### config.mk
export PLATFORM = sky130hd
export DESIGN_NAME = nic_queued
export DESIGN_NICKNAME = d
export VERILOG_FILES = /design/src/rtl/nic_pkg.sv /design/src/rtl/nic_sync_fifo.sv /design/src/rtl/nic_queued.sv
export SDC_FILE = /design/constraint.sdc
export NUM_CORES = 1
export LEC_CHECK = 0
export ABC_AREA = 1
export CORE_ASPECT_RATIO = 1.75
export CORE_UTILIZATION = 60
export CTS_CLUSTER_SIZE = 40
export DETAILED_ROUTE_END_ITERATION = 6
export PLACE_DENSITY_LB_ADDON = 0.1
export SYNTH_ARGS = -nofsm -noshare
export SYNTH_HDL_FRONTEND = slang
export SYNTH_SLANG_ARGS = --single-unit
### constraint.sdc
create_clock -name clk -period 13.4 [get_ports clk]
set_input_delay 2.68 -clock clk [delete_from_list [all_inputs] [get_ports clk]]
set_output_delay 2.68 -clock clk [all_outputs]
set_load 0.1 [all_outputs]
### src/rtl/nic_pkg.sv
// nic_pkg: shared constants for the queued NIC.
//   - Processor register map (2-bit addr select).
//   - Packet field positions for the default 64-bit packet.
//   - Processor access request struct.
package nic_pkg;

    localparam int DATA_W_DEF = 64;

    // Packet fields (64-bit packet)
    localparam int VC_BIT  = 63;
    localparam int HOP_HI  = 55;
    localparam int HOP_LO  = 48;
    localparam int PAY_HI  = 31;
    localparam int PAY_LO  = 0;

    // Processor register map
    localparam logic [1:0] ADDR_IN_DATA  = 2'b00;
    localparam logic [1:0] ADDR_IN_STAT  = 2'b01;
    localparam logic [1:0] ADDR_OUT_DATA = 2'b10;
    localparam logic [1:0] ADDR_OUT_STAT = 2'b11;

    typedef struct packed {
        logic       en;
        logic       wr;
        logic [1:0] addr;
    } cpu_req_t;

endpackage

### src/rtl/nic_sync_fifo.sv
// nic_sync_fifo: DEPTH-entry synchronous FIFO, show-ahead head output.
// Ports:
//   clk, rst (sync, active-low)
//   push/din   : write, ignored when full
//   pop/dout   : read, ignored when empty; dout is the current head
//   full/empty : derived from the registered count
//   count      : occupancy 0..DEPTH
module nic_sync_fifo #(
    parameter int DATA_W = 64,
    parameter int DEPTH  = 4,
    localparam int CNT_W = $clog2(DEPTH + 1),
    localparam int PTR_W = $clog2(DEPTH)
) (
    input  logic              clk,
    input  logic              rst,
    input  logic              push,
    input  logic [DATA_W-1:0] din,
    input  logic              pop,
    output logic [DATA_W-1:0] dout,
    output logic              full,
    output logic              empty,
    output logic [CNT_W-1:0]  count
);

    logic [DATA_W-1:0] mem [DEPTH];
    logic [PTR_W-1:0]  wr_ptr, rd_ptr;
    logic              do_push, do_pop;

    assign full    = (count == CNT_W'(DEPTH));
    assign empty   = (count == '0);
    // full/empty come from registered state, so a same-cycle pop never
    // frees room for a push (and a same-cycle push never feeds a pop).
    assign do_push = push && !full;
    assign do_pop  = pop && !empty;
    assign dout    = mem[rd_ptr];

    // Storage carries no reset; only pointers/count define validity.
    always_ff @(posedge clk) begin
        if (do_push) mem[wr_ptr] <= din;
    end

    // Pointers wrap naturally since DEPTH is a power of two.
    always_ff @(posedge clk) begin
        if (!rst) begin
            wr_ptr <= '0;
            rd_ptr <= '0;
            count  <= '0;
        end else begin
            if (do_push) wr_ptr <= wr_ptr + 1'b1;
            if (do_pop)  rd_ptr <= rd_ptr + 1'b1;
            case ({do_push, do_pop})
                2'b10:   count <= count + 1'b1;
                2'b01:   count <= count - 1'b1;
                default: count <= count;
            endcase
        end
    end

endmodule

### src/rtl/nic_queued.sv
// nic_queued: processor <-> router NIC with DEPTH-deep input/output FIFOs.
// Ports:
//   clk, rst (sync, active-low)
//   addr/d_in/nicEN/nicWrEn : processor access; d_out registered read data
//   net_polarity            : router phase, gates injection by VC bit
//   net_so/net_ro/net_do    : injection toward router (valid/ready/data)
//   net_si/net_ri/net_di    : ejection from router (valid/ready/data)
// Config macro: NIC_STATUS_COUNT_EN -- status words carry FIFO occupancy
//   in bits [CNT_W:1]; otherwise those bits read 0.
module nic_queued
    import nic_pkg::*;
#(
    parameter int DATA_W = DATA_W_DEF,
    parameter int DEPTH  = 4,
    localparam int CNT_W = $clog2(DEPTH + 1)
) (
    input  logic              clk,
    input  logic              rst,
    input  logic [1:0]        addr,
    input  logic [DATA_W-1:0] d_in,
    input  logic              nicEN,
    input  logic              nicWrEn,
    output logic [DATA_W-1:0] d_out,
    input  logic              net_polarity,
    output logic              net_so,
    input  logic              net_ro,
    output logic [DATA_W-1:0] net_do,
    input  logic              net_si,
    output logic              net_ri,
    input  logic [DATA_W-1:0] net_di
);

    cpu_req_t          req;
    logic              rd_acc, wr_acc;

    logic [DATA_W-1:0] in_head, out_head;
    logic              in_full, in_empty, out_full, out_empty;
    logic [CNT_W-1:0]  in_cnt, out_cnt;
    logic              in_push, in_pop, out_push, out_pop;
    logic [DATA_W-1:0] in_stat, out_stat;

    assign req    = '{en: nicEN, wr: nicWrEn, addr: addr};
    assign rd_acc = req.en && !req.wr;
    assign wr_acc = req.en && req.wr;

    // Handshakes are forced low during reset so nothing transfers on a
    // reset cycle and the router sees no stale valid.
    assign net_ri   = rst && !in_full;
    assign net_so   = rst && !out_empty && (out_head[DATA_W-1] == net_polarity);
    assign net_do   = out_head;

    assign in_push  = net_si && net_ri;
    assign in_pop   = rd_acc && (req.addr == ADDR_IN_DATA);
    // A full output FIFO drops the write even if the router pops this cycle.
    assign out_push = wr_acc && (req.addr == ADDR_OUT_DATA) && !out_full;
    assign out_pop  = net_so && net_ro;

    nic_sync_fifo #(.DATA_W(DATA_W), .DEPTH(DEPTH)) u_in_fifo (
        .clk   (clk),
        .rst   (rst),
        .push  (in_push),
        .din   (net_di),
        .pop   (in_pop),
        .dout  (in_head),
        .full  (in_full),
        .empty (in_empty),
        .count (in_cnt)
    );

    nic_sync_fifo #(.DATA_W(DATA_W), .DEPTH(DEPTH)) u_out_fifo (
        .clk   (clk),
        .rst   (rst),
        .push  (out_push),
        .din   (d_in),
        .pop   (out_pop),
        .dout  (out_head),
        .full  (out_full),
        .empty (out_empty),
        .count (out_cnt)
    );

    // Status words reflect state before this cycle's access/handshake.
    always_comb begin
        in_stat     = '0;
        out_stat    = '0;
        in_stat[0]  = (in_cnt != '0);
        out_stat[0] = (out_cnt == CNT_W'(DEPTH));
`ifdef NIC_STATUS_COUNT_EN
        in_stat[CNT_W:1]  = in_cnt;
        out_stat[CNT_W:1] = out_cnt;
`endif
    end

    always_ff @(posedge clk) begin
        if (!rst) begin
            d_out <= '0;
        end else if (rd_acc) begin
            case (req.addr)
                ADDR_IN_DATA:  d_out <= in_empty ? '0 : in_head;
                ADDR_IN_STAT:  d_out <= in_stat;
                ADDR_OUT_STAT: d_out <= out_stat;
                default:       d_out <= '0;
            endcase
        end
    end

endmodule

==> impl_results.md, run 1 <==
* Status: completed
* DIE AREA at about 37000 um^2
* Post-route DRC at 0
* Post-synthesis adder-cell area fraction at less than 1%
* Initial antenna violation count at 2
* P_sw at between 0.7 and 0.8 mW
* Clock share of power at between 30% and 40%
* Seq cells post-synth at 594
* Largest family of logic cells by synthesized area: compound AO/OA/AOI/OAI gates
* Synth Cell Area at ~22000 um^2
* Worst Tran Pin Value at 1.11 ns
* GRT Residual Overflow at 0
* Unrepaired setup endpoints after global routing: false
* Die height at approximately 260 um
* Total track usage at 25.5%
* Netlist cell types at 24
* Max-Cap Viols at 0
* Tcrit/Tclk final at roughly three fifths
* Largest net degree at the start of global routing at 87
* Die X at around 150 um
* Simple-gate area share of the yosys netlist at under 10%
* Vias in the first global route at ~14000
* Setup ws final at 5.28 ns
* Setup Viol. Count Final at 0
* Final Critical Period at approximately 8 ns
* Max-slew headroom at approximately a quarter
* I/O pin count at around 270
* CTS tree: yes
* Routed Antenna Nets at 0
* Static Leak at 8.70 nW
* Vias per Instance at about 5.8
* Post-synthesis compound-gate area fraction at 11.5%
* Req. time, crit path at 10.72 ns
* Final Util at about three quarters
* Postcts setup bufs at 0
* Syn Nets at approximately 1800
* Dpl ws at 5.33 ns
* Post-CTS resize count at 0
* Hold_buf cts at 0
* Most frequent cells in the layout: 512 x edfxtp_1, 266 x clkdlybuf4s50_1, 263 x nor2_1, 204 x o21ai_0, 147 x nand2_1
* H-Tree Depth at 2
* Max Slew Vio Count at 0
* F_max at roughly 120 MHz
* Mean Syn Cell Area at roughly 13 um^2
* Area Overhead vs Synth at 20.9%
* Synth Instances at between 1500 and 2000
* First-pass DRT Iterations at 6
* Worst-Skew Late Latency at about 0.57 ns
* Sequential fraction of the synthesis area at between 70% and 80%
* Cell Pwr Density at 136 nW/um^2
* Mux cell area share after synthesis at 0%
* Register clock-pin slew on the reported worst setup and hold paths at 0.06 ns
* Post-Route WL at approximately 48000 um
* CP Capture Type: output port
* Sw frac at roughly 21%
* Int Power at between 2 and 3 mW
* Final Skew at ~0.020 ns
* Placer congestion estimate at between 0.7 and 0.8
* Global-route wire length before repair at ~73000 um
* NumNets Final at around 2000
* Initial Utilization at approximately three fifths
* VDD IR max at between 0.15 and 0.2 mV
* Via count at between 10000 and 15000
* Critical path type: input pin to output port
* DR WL/cell at 20.0 um
* TritonCTS Buffers at 49
* Critical-path maximum fanout at 68
* Hpwl dp at between 20000 and 30000 um
* Port Buf Inserts at around 270
* Fin Setup TNS at 0 ns
* Final Hold Viols at 0
* Hold Path Class: register to register
* Clock sink count at roughly 590
* Root buf cell: clkbuf_16
* Bufs on Longest Clock Path at 3
* Initial DRC Count at 1033
* Placeable Area at ~36000 um^2
* Post-Synth XOR/XNOR Area at less than 1%
* Share of cells above drive strength 1 at slightly above 6%
* Synth warn at 0
* Comb pwr share at under 10%
* CP startpoint kind: input pin
* CP arrival at 5.44 ns
* Row cnt at 92
* Commonest non-fill, non-tap cell in the layout: edfxtp_1
* Flop pwr share at between 50% and 60%
worst max-delay path: stages:
cell and delay (ns):
clkdlybuf4s50_1 0.76, inv_2 0.06, buf_4 0.40, a31oi_1 0.34, clkdlybuf4s50_1 1.18
worst paths after layout:
check / to / startpoint / slack [ns] / cells past startpoint
min reg2reg: d_out[19] / d_out[19] / 0.47 / 2
max: net_ri / rst / 5.28 / 5
min: d_out[19] / d_out[19] / 0.47 / 2
max reg2reg: u_out_fifo.count[2] / register / 9.29 / 16
cell usage after synthesis:
cell type  number  area, um^2
edfxtp_1      512       15400
nor2_1        271        1020
o21ai_0       204        1020
nand2_1       148         556
o22ai_1       126         788
dfxtp_1        82        1640
a21oi_1        81         405
clkbuf_1       60         225
o21ai_1        59         295
buf_2          29         145
inv_1          24        90.1
ha_1           10         125
buf_4           9        67.6
inv_2           8        30.0
nand3_1         8        40.0
buf_1           6        22.5
fa_1            2        40.0
nand4_1         2        12.5
a21boi_0        1        7.51
a31oi_1         1        6.26
clkinv_1        1        3.75
nor3b_4         1        18.8
o211ai_1        1        7.51
xor2_1          1        8.76
kinds of logic after synthesis:
| kind of cell | Yosys count |
|---|---|
| AOI/OAI and AO/OA | 473 |
| xor gates and xnor gates | 1 |
| adders and majority gates | 12 |
| buffers and inverters | 137 |
| DFF | 594 |
| and+or+nand+nor | 430 |
cell type report:
| type | count | area, um^2 |
|---|---|---|
| fill | 2371 | 9500 |
| sequential | 594 | 17000 |
| antenna | 2 | 5.00 |
| multi-input combinational | 916 | 4410 |
| clock buffer | 65 | 1380 |
| tap | 470 | 588 |
| timing repair buffer | 285 | 2810 |
| clock inverter | 27 | 188 |
| inverter | 33 | 128 |
power groups by stage:
stage | Combinational, mW | Sequential (mW) | Clock (mW)
5_1_grt | 0.190 | 2.04 | 1.47
4_1_cts | 0.179 | 2.04 | 1.40
3_3_place_gp | 0.174 | 2.08 | 0
2_1_floorplan | 0.0811 | 2.09 | 0
3_5_place_dp | 0.179 | 2.08 | 0
6_report | 0.178 | 2.04 | 1.38
registers in the layout, summed over array words and instances, names as in the netlist, named ones only:
name / flops
u_in_fifo.mem: 256
d_out: 64
u_out_fifo.count: 3
u_in_fifo.rd_ptr: 2
u_out_fifo.mem: 256
u_out_fifo.wr_ptr: 2
u_out_fifo.rd_ptr: 2
u_in_fifo.wr_ptr: 2
u_in_fifo.count: 3
through the flow:
step                      hold WS [ns]  area (um^2)  power, mW  cells
after floorplan                  0.442        21900       2.17   1647
after global placement           0.446        25000       2.25   2298
after detailed placement         0.458        25000       2.26   2298
after CTS                        0.468        26500       3.62   2390
after global routing             0.486        26500       3.70   2392
final                            0.466        26500       3.60   2392
routing by layer:
layer	part of all wire [%]	global-route usage, %	up-vias	wire length [um]
met5	0	0	-	0
met4	3.1	12.1	0	1490
met3	6.6	4.46	95	3150
met2	54	46.8	481	25700
met1	37	28.7	6874	17600
li1	-	-	6481	-
No activity file was read; power rests on OpenSTA's default activity.
==> run 2: changes to the inputs <==
- CORE_UTILIZATION: 60 -> 55
- clock period: 13.4 -> 8.5 ns (I/O delays scaled with it)
==> run 2 against run 1 <==
  * Die area rose by 9.0%
  * Critical path depth increased by 3
  * Power is 60% higher
  * Critical endpoint is now net_so
  * Clock-buffer cell count unchanged
  * Global-route usage is 2.0 points lower
  * Via count shrank 1.1%
  * Largest power group unchanged
  * Clock power increased by 64%
  * Design area increased by 0.31%
  * Sequential power is 58% higher
==> impl_results.md, run 2 (same netlist as run 1, synthesis figures left out) <==
* I/O pin count at 267 (unchanged)
* Worst-Skew Late Latency at 0.57 ns (about the same)
* Share of cells above drive strength 1 at 5.89% (-0.16 points)
* Post-Route WL at 48000 um (+0.31%)
* NumNets Final at 2029 (+0.049%)
* CTS tree: yes
* Max-Cap Viols at 0 (unchanged)
* Unrepaired setup endpoints after global routing: false
* Final Non-Filler Cells at 2414 (+0.92%)
* Setup ws final at 2.18 ns (-3.09 ns)
* Die X at 153 um (+4.4%)
* Port Buf Inserts at 266 (unchanged)
* CP Capture Type: output port
* Power Total at 5.76 mW (+60%)
* Total track usage at 23.6% (-2.0 points)
* Commonest non-fill, non-tap cell in the layout: edfxtp_1
* Final Skew at 0.0196 ns (-0.0000907 ns)
* Final Hold Viols at 0 (unchanged)
* Register clock-pin slew on the reported worst setup and hold paths at 0.07 ns (about the same)
* Hold Path Class: register to register
* Die height at 266 um (+4.4%)
* Global-route wire length before repair at 73900 um (+1.1%)
* Placer congestion estimate at 0.755 (-3.6%)
* Via count at 13800 (-1.1%)
* Dpl ws at 2.42 ns (-2.91 ns)
* Row cnt at 96 (+4.3%)
* Root buf cell: clkbuf_16
* First-pass DRT Iterations at 5 (-1)
* Fin Setup TNS at 0 ns (unchanged)
* Critical path type: register to output port
* Placeable Area at 39300 um^2 (+9.0%)
* Regs by FF count: u_in_fifo.mem (256), u_out_fifo.mem (256), d_out (64)
* Hpwl dp at 27000 um (about the same)
* Worst Tran Pin Value at 1.09 ns (-0.0219 ns)
* Tcrit/Tclk final at around three quarters
* Inst Count DP at 2318 (+0.87%)
* GRT Residual Overflow at 0 (unchanged)
* F_max at ~160 MHz
* Most frequent cells in the layout: 512 x edfxtp_1, 266 x clkdlybuf4s50_1, 263 x nor2_1, 204 x o21ai_0, 147 x nand2_1
* Status: completed
* Post-route DRC at 0 (unchanged)
* Setup Viol. Count Final at 0 (unchanged)
* CP startpoint kind: register
* Clock sink count at 594 (unchanged)
* Area Overhead vs Synth at 21.2%
* Bufs on Longest Clock Path at 3 (unchanged)
* Max-slew headroom at 27.2% (+1.5 points)
* Routed Antenna Nets at 0 (unchanged)
* DR WL/cell at 19.9 um (-0.61%)
* Initial DRC Count at 988 (-4.4%)
* Initial antenna violation count at 5 (+3)
* Cell Pwr Density at 216 nW/um^2 (+59%)
* Hold_buf cts at 0 (unchanged)
* TritonCTS Buffers at 50 (+2.0%)
* CP arrival at 4.62 ns (-0.82 ns)
* VDD IR max at 0.184 mV (+22%)
* Max Slew Vio Count at 0 (unchanged)
* Initial Utilization at 55.9% (-5.0 points)
* Critical-path maximum fanout at 81 (+19%)
* Vias per Instance at 5.71 (-2.0%)
* Postcts setup bufs at 0 (unchanged)
* Vias in the first global route at 13800 (-2.1%)
* Final Critical Period at 6.32 ns
* Post-CTS resize count at 0 (unchanged)
* Req. time, crit path at 6.80 ns (-3.92 ns)
* DIE AREA at 40700 um^2 (+9.0%)
* Largest net degree at the start of global routing at 99 (+14%)
* H-Tree Depth at 2 (unchanged)
* Static Leak at 8.70 nW (about the same)
-- run 2: cell count changes in the layout (fill, tap and decap cells not counted), sizes merged --
cell      change
inv           +1
bufinv        +3
clkinv        -6
clkinvlp      +2
diode         +2
-- run 2: area by class of cell --
type	instances	area [um^2]
multi-input combinational	916	4410
clock inverter	27	290
antenna	4	10.0
timing repair buffer	285	2810
tap	490	613
inverter	33	128
sequential	594	17000
clock buffer	65	1330
fill	2809	12700
-- run 2: worst paths after layout --
path                            startpoint  cells past startpoint                  end  slack [ns]
worst min register to register   d_out[45]                      2            d_out[45]        0.46
worst min-delay path             d_out[45]                      2            d_out[45]        0.46
worst max register to register    register                     16  u_out_fifo.count[2]        4.23
worst max-delay path              register                      8               net_so        2.18
-- run 2: worst max-delay path: stages (launching register included) --
cell and delay [ns]:
dfxtp_4 0.74, clkinv_2 0.98, buf_4 0.62, nand2_1 0.12, nand3_1 0.08, nand2_1 0.11, nand2_1 0.06, a21boi_0 0.15
clkdlybuf4s50_1 1.15
-- run 2: power breakdown --
part / internal (mW) / total (mW) / leakage (nW) / switching (mW)
logic: 0.0963 / 0.282 / 2.63 / 0.186
clock network: 1.26 / 2.26 / 0.780 / 0.994
registers: 3.21 / 3.22 / 5.29 / 0.0119
-- run 2: per-stage QoR --
step | cell area, um^2 | hold slack, ns | util, %
2_1_floorplan | 21900 | 0.442 | -
3_3_place_gp | 25000 | 0.449 | 63.6
3_5_place_dp | 25000 | 0.456 | 63.6
4_1_cts | 26600 | 0.466 | 67.7
5_1_grt | 26600 | 0.481 | 67.7
6_report | 26600 | 0.465 | 67.8
-- run 2: routing by layer --
metal | up-vias | global-route usage [%] | part of all wire [%]
li1 | 6477 | - | -
met1 | 6775 | 27.2 | 37
met2 | 446 | 43.3 | 53
met3 | 82 | 4.23 | 6.7
met4 | 4 | 9.09 | 3.1
met5 | - | 0 | 0.060
==> run 3: changes to the inputs <==
- clock period: 8.5 -> 6.4 ns (I/O delays scaled with it)
==> run 3 against run 2 <==
  * Non-clock buffer count grew 3
  * Worst setup slack lost 1.1 ns
  * Via count shrank 0.12%
  * Power grew 33%
  * Routed wire length grew 0.18%
  * Design area grew 0.20%
  * First-iteration DRC count shrank 9.5%
  * Largest cell class unchanged
  * Largest power group unchanged
==> impl_results.md, run 3 (same netlist as run 1, synthesis figures left out) <==
* Final Util at 67.9% (+0.13 points)
* DIE AREA at 40700 um^2 (unchanged)
* Final Non-Filler Cells at 2419 (+0.21%)
* Root buf cell: clkbuf_16
* Initial antenna violation count at 5 (unchanged)
* CP Capture Type: output port
* FF-to-FF path depth at 16 (unchanged)
* H-Tree Depth at 2 (unchanged)
* Placed Area at 25000 um^2 (about the same)
* Inst Count DP at 2321 (+0.13%)
* CP startpoint kind: register
* NumNets Final at 2032 (+0.15%)
* TritonCTS Buffers at 50 (unchanged)
* Internal reg-to-reg setup slack at 2.43 ns (-1.80 ns)
* Most used cell, CP: nand2_1
* P_sw at 1.58 mW (+33%)
* Final Critical Period at ~5.3 ns
* CTS tree: yes
* Max-Cap Viols at 0 (unchanged)
* Initial DRC Count at 894 (-9.5%)
* Hpwl dp at 27200 um (+0.61%)
* Hold_buf cts at 0 (unchanged)
* Crit path buf inv count at 4 (+1)
* Commonest non-fill, non-tap cell in the layout: edfxtp_1
* Fin Setup TNS at 0 ns (unchanged)
* Power Total at 7.68 mW (+33%)
* F_max at around 190 MHz
* Critical path's slowest cell: clkdlybuf4s50_1
* Postcts setup bufs at 0 (unchanged)
* First-pass DRT Iterations at 5 (unchanged)
* Hold path cells at 2 (unchanged)
* Setup ws final at 1.13 ns (-1.05 ns)
* Die X at 153 um (unchanged)
* Area Overhead vs Synth at 21.5%
* Design Area, Final at 26700 um^2 (+0.20%)
* CP cell instances: clkinv_2 > buf_4 > nand2_1 > nand3_1 > nand2_1 > inv_1 > clkdlybuf4s50_1
* Sw frac at 20.6% (-0.10 points)
* Status: completed
* Static Leak at 8.74 nW (+0.41%)
* Via count at 13800 (-0.12%)
* Int Power at 6.10 mW (+34%)
* Placeable Area at 39300 um^2 (unchanged)
* Row cnt at 96 (unchanged)
* Unrepaired setup endpoints after global routing: false
* Post-Route WL at 48100 um (+0.18%)
* Register clock-pin slew on the reported worst setup and hold paths at 0.06 ns (about the same)
* Vias per Instance at 5.69 (-0.33%)
* Placer congestion estimate at 0.777 (+2.9%)
* Flop pwr share at 55.7% (-0.2 points)
* I/O pin count at 267 (unchanged)
* Comb pwr share at 4.9% (about the same)
* Clock sink count at 594 (unchanged)
* Worst R2R End: u_out_fifo.count[2]
* Final Skew at 0.0289 ns (+0.00927 ns)
* Hold Path Class: register to register
* Routed Antenna Nets at 0 (unchanged)
* DR WL/cell at 19.9 um (about the same)
* Post-CTS resize count at 0 (unchanged)
* VDD IR max at 0.286 mV (+55%)
* Tcrit/Tclk final at slightly above 80%
* Dpl ws at 1.64 ns (-0.776 ns)
* Max-slew headroom at 25.7% (-1.5 points)
* CP arrival at 3.99 ns (-0.63 ns)
* Req. time, crit path at 5.12 ns (-1.68 ns)
* GRT Residual Overflow at 0 (unchanged)
* Global-route wire length before repair at 74500 um (+0.88%)
* Largest net degree at the start of global routing at 80 (-19%)
* CP max stage delay at 0.96 ns (-0.19 ns)
* Die height at 266 um (unchanged)
* Initial Utilization at 55.9% (unchanged)
* Most frequent cells in the layout: 512 x edfxtp_1, 264 x clkdlybuf4s50_1, 263 x nor2_1, 204 x o21ai_0, 147 x nand2_1
* Post-route DRC at 0 (unchanged)
* Hold_sp: u_in_fifo.rd_ptr[1]
* Fin Hold WS at 0.463 ns (-0.00173 ns)
* Port Buf Inserts at 266 (unchanged)
* Setup Viol. Count Final at 0 (unchanged)
* Clock share of power at 39.4% (+0.2 points)
* Vias in the first global route at 14100 (+1.6%)
* Max Slew Vio Count at 0 (unchanged)
* Worst Tran Pin Value at 1.11 ns (+0.0258 ns)
* Critical path type: register to output port
* Final Hold Viols at 0 (unchanged)
* Total track usage at 23.8% (+0.24 points)
* Cell Pwr Density at 288 nW/um^2 (+33%)
* Delay-heaviest family, CP: buffers and inverters
* Critical-path maximum fanout at 67 (-17%)
* Worst-Skew Late Latency at 0.58 ns (about the same)
* Regs by FF count: u_in_fifo.mem (256), u_out_fifo.mem (256), d_out (64)
* Bufs on Longest Clock Path at 3 (unchanged)
* Share of cells above drive strength 1 at 6.39% (+0.50 points)
run 3: power groups by stage:
| stage | registers [mW] | clock network, mW | logic, mW |
|---|---|---|---|
| final | 4.27 | 3.03 | 0.375 |
| after global routing | 4.28 | 3.23 | 0.399 |
| after CTS | 4.27 | 3.09 | 0.377 |
| after detailed placement | 4.36 | 0 | 0.376 |
| after global placement | 4.36 | 0 | 0.367 |
| after floorplan | 4.38 | 0 | 0.170 |
run 3: worst max-delay path by stage:
stage	cells past startpoint	end	startpoint	slack (ns)
finish	7	net_do[63]	register	1.13
global route	5	net_do[9]	register	0.82
CTS	7	net_do[63]	register	1.03
detailed placement	7	net_do[63]	register	1.64
global placement	7	net_do[63]	register	1.70
floorplan	4	u_in_fifo.mem[2][0]	rst	-0.33
run 3: area by class of cell:
type                       count  area [um^2]
antenna                        4         10.0
fill                        2838        12600
multi-input combinational    916         4410
inverter                      33          128
tap                          490          613
timing repair buffer         288         2820
sequential                   594        17000
clock inverter                28          292
clock buffer                  66         1360
run 3: metal layers:
layer | global-route usage (%) | wire length, um
met4 | 10.3 | 1470
met5 | 0 | 11
met3 | 4.52 | 2950
met2 | 43.0 | 25200
met1 | 27.6 | 18500
run 3: worst min-delay path: stages, from the launching register on:
cell     delay (ns)
dfxtp_1        0.30
inv_1          0.06
a21oi_1        0.07
==> RTL edit 1, RTL diff (config.mk and constraints of run 2) <==
The option `NIC_STATUS_COUNT_EN` is turned on by a define.
--- a/src/rtl/nic_queued.sv
+++ b/src/rtl/nic_queued.sv
@@ -7,6 +7,8 @@
 //   net_si/net_ri/net_di    : ejection from router (valid/ready/data)
 // Config macro: NIC_STATUS_COUNT_EN -- status words carry FIFO occupancy
 //   in bits [CNT_W:1]; otherwise those bits read 0.
+`define NIC_STATUS_COUNT_EN
+
 module nic_queued
     import nic_pkg::*;
 #(
Formal check against the unedited RTL: not equivalent (Yosys sat finds a counterexample within 4 cycles, from zero or initial values and one cycle with rst low).
==> RTL edit 1 against run 2 <==
Synthesized area is 0.52% higher. Final cell count is 0.99% higher. Worst setup slack better by 0.19 ns. Sequential cell count stayed put. Power is 1.1% lower. Routed wire length is 2.3% higher. Design area is 0.13% higher. Critical path type is now input port to primary output. Critical endpoint is now net_ri. Largest power group unchanged.
==> RTL edit 1: results (changes against run 2) <==
<table>
<tr><th>Metric</th><th>Value</th></tr>
<tr><th colspan="2">Final layout</th></tr>
<tr><td>Proportion of layout cells with a drive suffix above 1</td><td>5.40% (-0.49 points)</td></tr>
<tr><td>Number of clock buffer instances in the layout</td><td>66 (+1.5%)</td></tr>
<tr><td>Area of combinational cells with multiple inputs</td><td>4490 um2 (+1.7%)</td></tr>
<tr><td>Multi-input comb cells</td><td>935 (+2.1%)</td></tr>
<tr><td>Inverter count</td><td>38 (+15%)</td></tr>
<tr><td>Antenna cells</td><td>3 (-1)</td></tr>
<tr><td>Relative area of non-clock buffer cells in the final design</td><td>10.5% (-0.013 points)</td></tr>
<tr><td>Fin cells</td><td>2438 (+0.99%)</td></tr>
<tr><td>Share of the final layout cell area in sequential cells</td><td>63.9% (-0.081 points)</td></tr>
<tr><th colspan="2">Die</th></tr>
<tr><td>Die area</td><td>41000 um2 (+0.52%)</td></tr>
<tr><th colspan="2">Logic synthesis</th></tr>
<tr><td>Largest cells by area after synthesis</td><td>sky130_fd_sc_hd__edfxtp_1 (70%), sky130_fd_sc_hd__dfxtp_1 (7.4%), sky130_fd_sc_hd__o21ai_0 (6.0%)</td></tr>
<tr><td>Portion of synthesized cell area occupied by the leading cell type</td><td>69.7% (-0.37 points)</td></tr>
<tr><td>Post-synth top cells</td><td>sky130_fd_sc_hd__edfxtp_1 (512), sky130_fd_sc_hd__nor2_1 (273), sky130_fd_sc_hd__o21ai_0 (265), sky130_fd_sc_hd__nand2_1 (162), sky130_fd_sc_hd__o22ai_1 (125)</td></tr>
<tr><th colspan="2">Timing</th></tr>
<tr><td>Setup slack after layout</td><td>2.38 ns (+0.194 ns)</td></tr>
<tr><th colspan="2">Outcome</th></tr>
<tr><td>Run status</td><td>complete, no violations</td></tr>
<tr><th colspan="2">Global route</th></tr>
<tr><td>First-pass GRT wire length</td><td>75300 um (+2.0%)</td></tr>
<tr><td>Met2 layer usage reported by global route</td><td>45.2% (+1.9 points)</td></tr>
<tr><td>Met1 capacity usage during global routing</td><td>27.0% (-0.26 points)</td></tr>
<tr><td>Global Route met3 Usage</td><td>4.35% (+0.12 points)</td></tr>
<tr><th colspan="2">Setup path</th></tr>
<tr><td>Data arrival at the endpoint of the critical path</td><td>4.42 ns (-0.20 ns)</td></tr>
<tr><td>Maximum fanout encountered on the critical timing path</td><td>68 (-16%)</td></tr>
<tr><th colspan="2">Routing</th></tr>
<tr><td>Total number of vias</td><td>13900 (+1.2%)</td></tr>
<tr><td>Wire length on met3</td><td>2790 um (-13%)</td></tr>
<tr><th colspan="2">Power and ir drop</th></tr>
<tr><td>Leakage</td><td>8.74 nW (+0.44%)</td></tr>
<tr><td>Relative contribution of the clock network to total power</td><td>38.5% (-0.7 points)</td></tr>
<tr><td>Power density relative to cell area</td><td>214 nW/um2 (-1.2%)</td></tr>
<tr><th colspan="2">Placed design</th></tr>
<tr><td>Standard cell area after detailed placement</td><td>25100 um2 (+0.37%)</td></tr>
</table>
-- RTL edit 1: cell types whose count changed after synthesis, sizes merged, moves of 2 or more --
| cell | run 2 | this run |
|---|---|---|
| nand2 | 148 | 162 |
| a21oi | 81 | 79 |
| nor2 | 271 | 274 |
| nor3 | 0 | 2 |
| o21ai | 263 | 265 |
| inv | 32 | 36 |
-- RTL edit 1: tightest hold or removal path, cell delays in order, from the launching register on --
cell	delay, ns
sky130_fd_sc_hd__dfxtp_1	0.31
sky130_fd_sc_hd__nand2_1	0.06
sky130_fd_sc_hd__a21oi_1	0.05
-- RTL edit 1: final timing paths --
path | cells past startpoint | startpoint | endpoint
worst max-delay path | 5 | rst | net_ri
worst min register to register | 2 | d_out[38] | d_out[38]
worst min-delay path | 2 | d_out[38] | d_out[38]
worst max register to register | 16 | flip-flop | u_out_fifo.count[2]
==> RTL edit 2, RTL diff (flow settings as in run 2) <==
Made on the original files. Make the reset (`rst`) asynchronous in 2 clocked blocks.
--- a/src/rtl/nic_sync_fifo.sv
+++ b/src/rtl/nic_sync_fifo.sv
@@ -40,7 +40,7 @@
     end
 
     // Pointers wrap naturally since DEPTH is a power of two.
-    always_ff @(posedge clk) begin
+    always_ff @(posedge clk or negedge rst) begin
         if (!rst) begin
             wr_ptr <= '0;
             rd_ptr <= '0;
--- a/src/rtl/nic_queued.sv
+++ b/src/rtl/nic_queued.sv
@@ -91,7 +91,7 @@
 `endif
     end
 
-    always_ff @(posedge clk) begin
+    always_ff @(posedge clk or negedge rst) begin
         if (!rst) begin
             d_out <= '0;
         end else if (rd_acc) begin
Formal check against the unedited RTL: differs if rst is asserted again (counterexample within 4 cycles, from zero or initial values and one cycle with rst low); with rst held inactive, the same outputs for 4 cycles.
==> RTL edit 2 against run 2 <==
Sequential cell count fell by 4. Worst setup slack improved by 0.43 ns. Routed wire length decreased by 0.48%. Design area up 1.2%. Synthesized area increased by 1.3%. Count of clock-buffer cells in the layout decreased by 6. Largest cell class unchanged.
Power is not compared: it rests on default switching activity, and its combinational part moved more than twofold at a synthesized area within 25%.
==> RTL edit 2: results (changes against run 2) <==
<table>
<tr><th>Metric</th><th>Value</th></tr>
<tr><th colspan="2">Outcome</th></tr>
<tr><td>Run status</td><td>complete, no violations</td></tr>
<tr><th colspan="2">Setup path</th></tr>
<tr><td>FF-to-FF End</td><td>u_out_fifo.count[2]</td></tr>
<tr><td>Crit path to</td><td>net_do[15]</td></tr>
<tr><td>Maximum fanout encountered on the critical timing path</td><td>100 (+23%)</td></tr>
<tr><td>Largest stage delay on the critical path</td><td>1.18 ns (+0.03 ns)</td></tr>
<tr><td>Worst R2R Path Depth</td><td>13 (-3)</td></tr>
<tr><td>Data arrival at the endpoint of the critical path</td><td>4.19 ns (-0.43 ns)</td></tr>
<tr><td>Setup slack of the worst register-to-register path</td><td>5.17 ns (+0.94 ns)</td></tr>
<tr><th colspan="2">Placed design</th></tr>
<tr><td>Last weighted congestion value of the routability-driven placer</td><td>0.731 (-3.2%)</td></tr>
<tr><td>Standard cell area after detailed placement</td><td>25200 um2 (+0.90%)</td></tr>
<tr><th colspan="2">Logic synthesis</th></tr>
<tr><td>Post-synth top cells</td><td>sky130_fd_sc_hd__edfxtp_1 (512), sky130_fd_sc_hd__nor2_1 (268), sky130_fd_sc_hd__o21ai_0 (199), sky130_fd_sc_hd__o21ai_1 (120), sky130_fd_sc_hd__nand2_1 (93)</td></tr>
<tr><td>Largest cells by area after synthesis</td><td>sky130_fd_sc_hd__edfxtp_1 (69%), sky130_fd_sc_hd__dfrtp_1 (8.8%), sky130_fd_sc_hd__nor2_1 (4.5%)</td></tr>
<tr><td>Sequential-to-total area share from yosys stat</td><td>77.9% (+0.37 points)</td></tr>
<tr><td>Count of cell types in the netlist</td><td>29 (+21%)</td></tr>
<tr><td>Async set-or-reset flop fraction in the synthesized netlist</td><td>13.2% (+13 points)</td></tr>
<tr><th colspan="2">Final layout</th></tr>
<tr><td>Net count, final</td><td>1953 (-3.7%)</td></tr>
<tr><th colspan="2">Global route</th></tr>
<tr><td>Via count of the first global-routing pass</td><td>13500 (-2.2%)</td></tr>
<tr><td>Total global routing track utilization</td><td>23.1% (-0.51 points)</td></tr>
<tr><td>Antenna violations before repair</td><td>4 (-1)</td></tr>
<tr><th colspan="2">Timing</th></tr>
<tr><td>Slew headroom</td><td>27.7% (+0.56 points)</td></tr>
<tr><td>Skew final</td><td>0.0246 ns (+0.00492 ns)</td></tr>
<tr><th colspan="2">Routing</th></tr>
<tr><td>Drt first-iter violations</td><td>773 (-22%)</td></tr>
<tr><td>Vias per std cell</td><td>5.78 (+1.2%)</td></tr>
<tr><td>Wire length on met3</td><td>3600 um (+12%)</td></tr>
<tr><td>Total length of routed met2 wires</td><td>25000 um (-1.6%)</td></tr>
</table>
-- RTL edit 2: cell count changes after synthesis, moves of 14 or more --
cell	delta
sky130_fd_sc_hd__a21oi_1	-76
sky130_fd_sc_hd__o22ai_1	-63
sky130_fd_sc_hd__dfxtp_1	-82
sky130_fd_sc_hd__clkbuf_1	-17
sky130_fd_sc_hd__nand2_1	-55
sky130_fd_sc_hd__o22a_1	+63
sky130_fd_sc_hd__buf_6	+14
sky130_fd_sc_hd__dfrtp_1	+78
sky130_fd_sc_hd__o21ai_1	+61
-- RTL edit 2: metal layers --
metal  global-route usage (%)  vias up
met1                     26.5     6748
met2                     42.0      463
li1                         -     6233
met4                     8.43        4
met5                        0        -
met3                     5.05       86
-- RTL edit 2: worst min-delay path: cells and delay by family, from the launching register on --
family / cells / cell delay (ns)
AO/OA/AOI/OAI: 1 / 0.06
flip-flops: 1 / 0.34
AND/OR/NAND/NOR: 1 / 0.05
-- RTL edit 2: area by class of cell --
type,instances,area (um2),area share [%]
clock inverters,33,383,1.42
multi-input cells,847,4330,16.1
clock buffers,59,1340,4.96
flip-flops and latches,590,17300,64.4
diodes,3,7.51,0.0279
inverters,30,116,0.432
well taps,495,619,2.30
repair buffers,286,2810,10.4
-- RTL edit 2: kinds of logic after synthesis --
family	Yosys count	share of synthesized area, %
XOR/XNOR	9	0.354
buffers and inverters	127	2.95
AND/OR/NAND/NOR	375	6.50
AO/OA/AOI/OAI	451	11.6
adder cells (fa/ha/maj)	12	0.742
flip-flops	590	77.9
-- RTL edit 2: worst min-delay path by stage --
stage                        startpoint                   to  slack (ns)  depth (start not counted)
global route                  d_out[10]            d_out[10]        0.52                          2
floorplan           u_out_fifo.count[0]  u_out_fifo.count[0]        0.47                          1
finish                        d_out[13]            d_out[13]        0.49                          2
CTS                            d_out[0]             d_out[0]        0.49                          2
detailed placement             d_out[0]             d_out[0]        0.47                          2
global placement              d_out[35]            d_out[35]        0.47                          2
-- RTL edit 2: power by group through the flow --
stage	Clock (mW)	Sequential [mW]	Combinational, mW
6_report	2.36	3.59	4.24
3_5_place_dp	0	3.65	4.26
2_1_floorplan	0	4.08	2.85
4_1_cts	2.40	3.59	4.27
3_3_place_gp	0	3.64	4.20
5_1_grt	2.50	3.61	4.48
-- RTL edit 2: through the flow --
stage	cells	hold slack (ns)	worst slack [ns]	total power, mW	util, %
finish	2343	0.489	2.61	10.2	67.5
global placement	2248	0.473	2.80	7.84	63.1
global route	2342	0.520	2.43	10.6	67.4
floorplan	1564	0.468	1.33	6.93	-
CTS	2340	0.492	2.63	10.3	67.4
detailed placement	2248	0.469	2.77	7.91	63.1
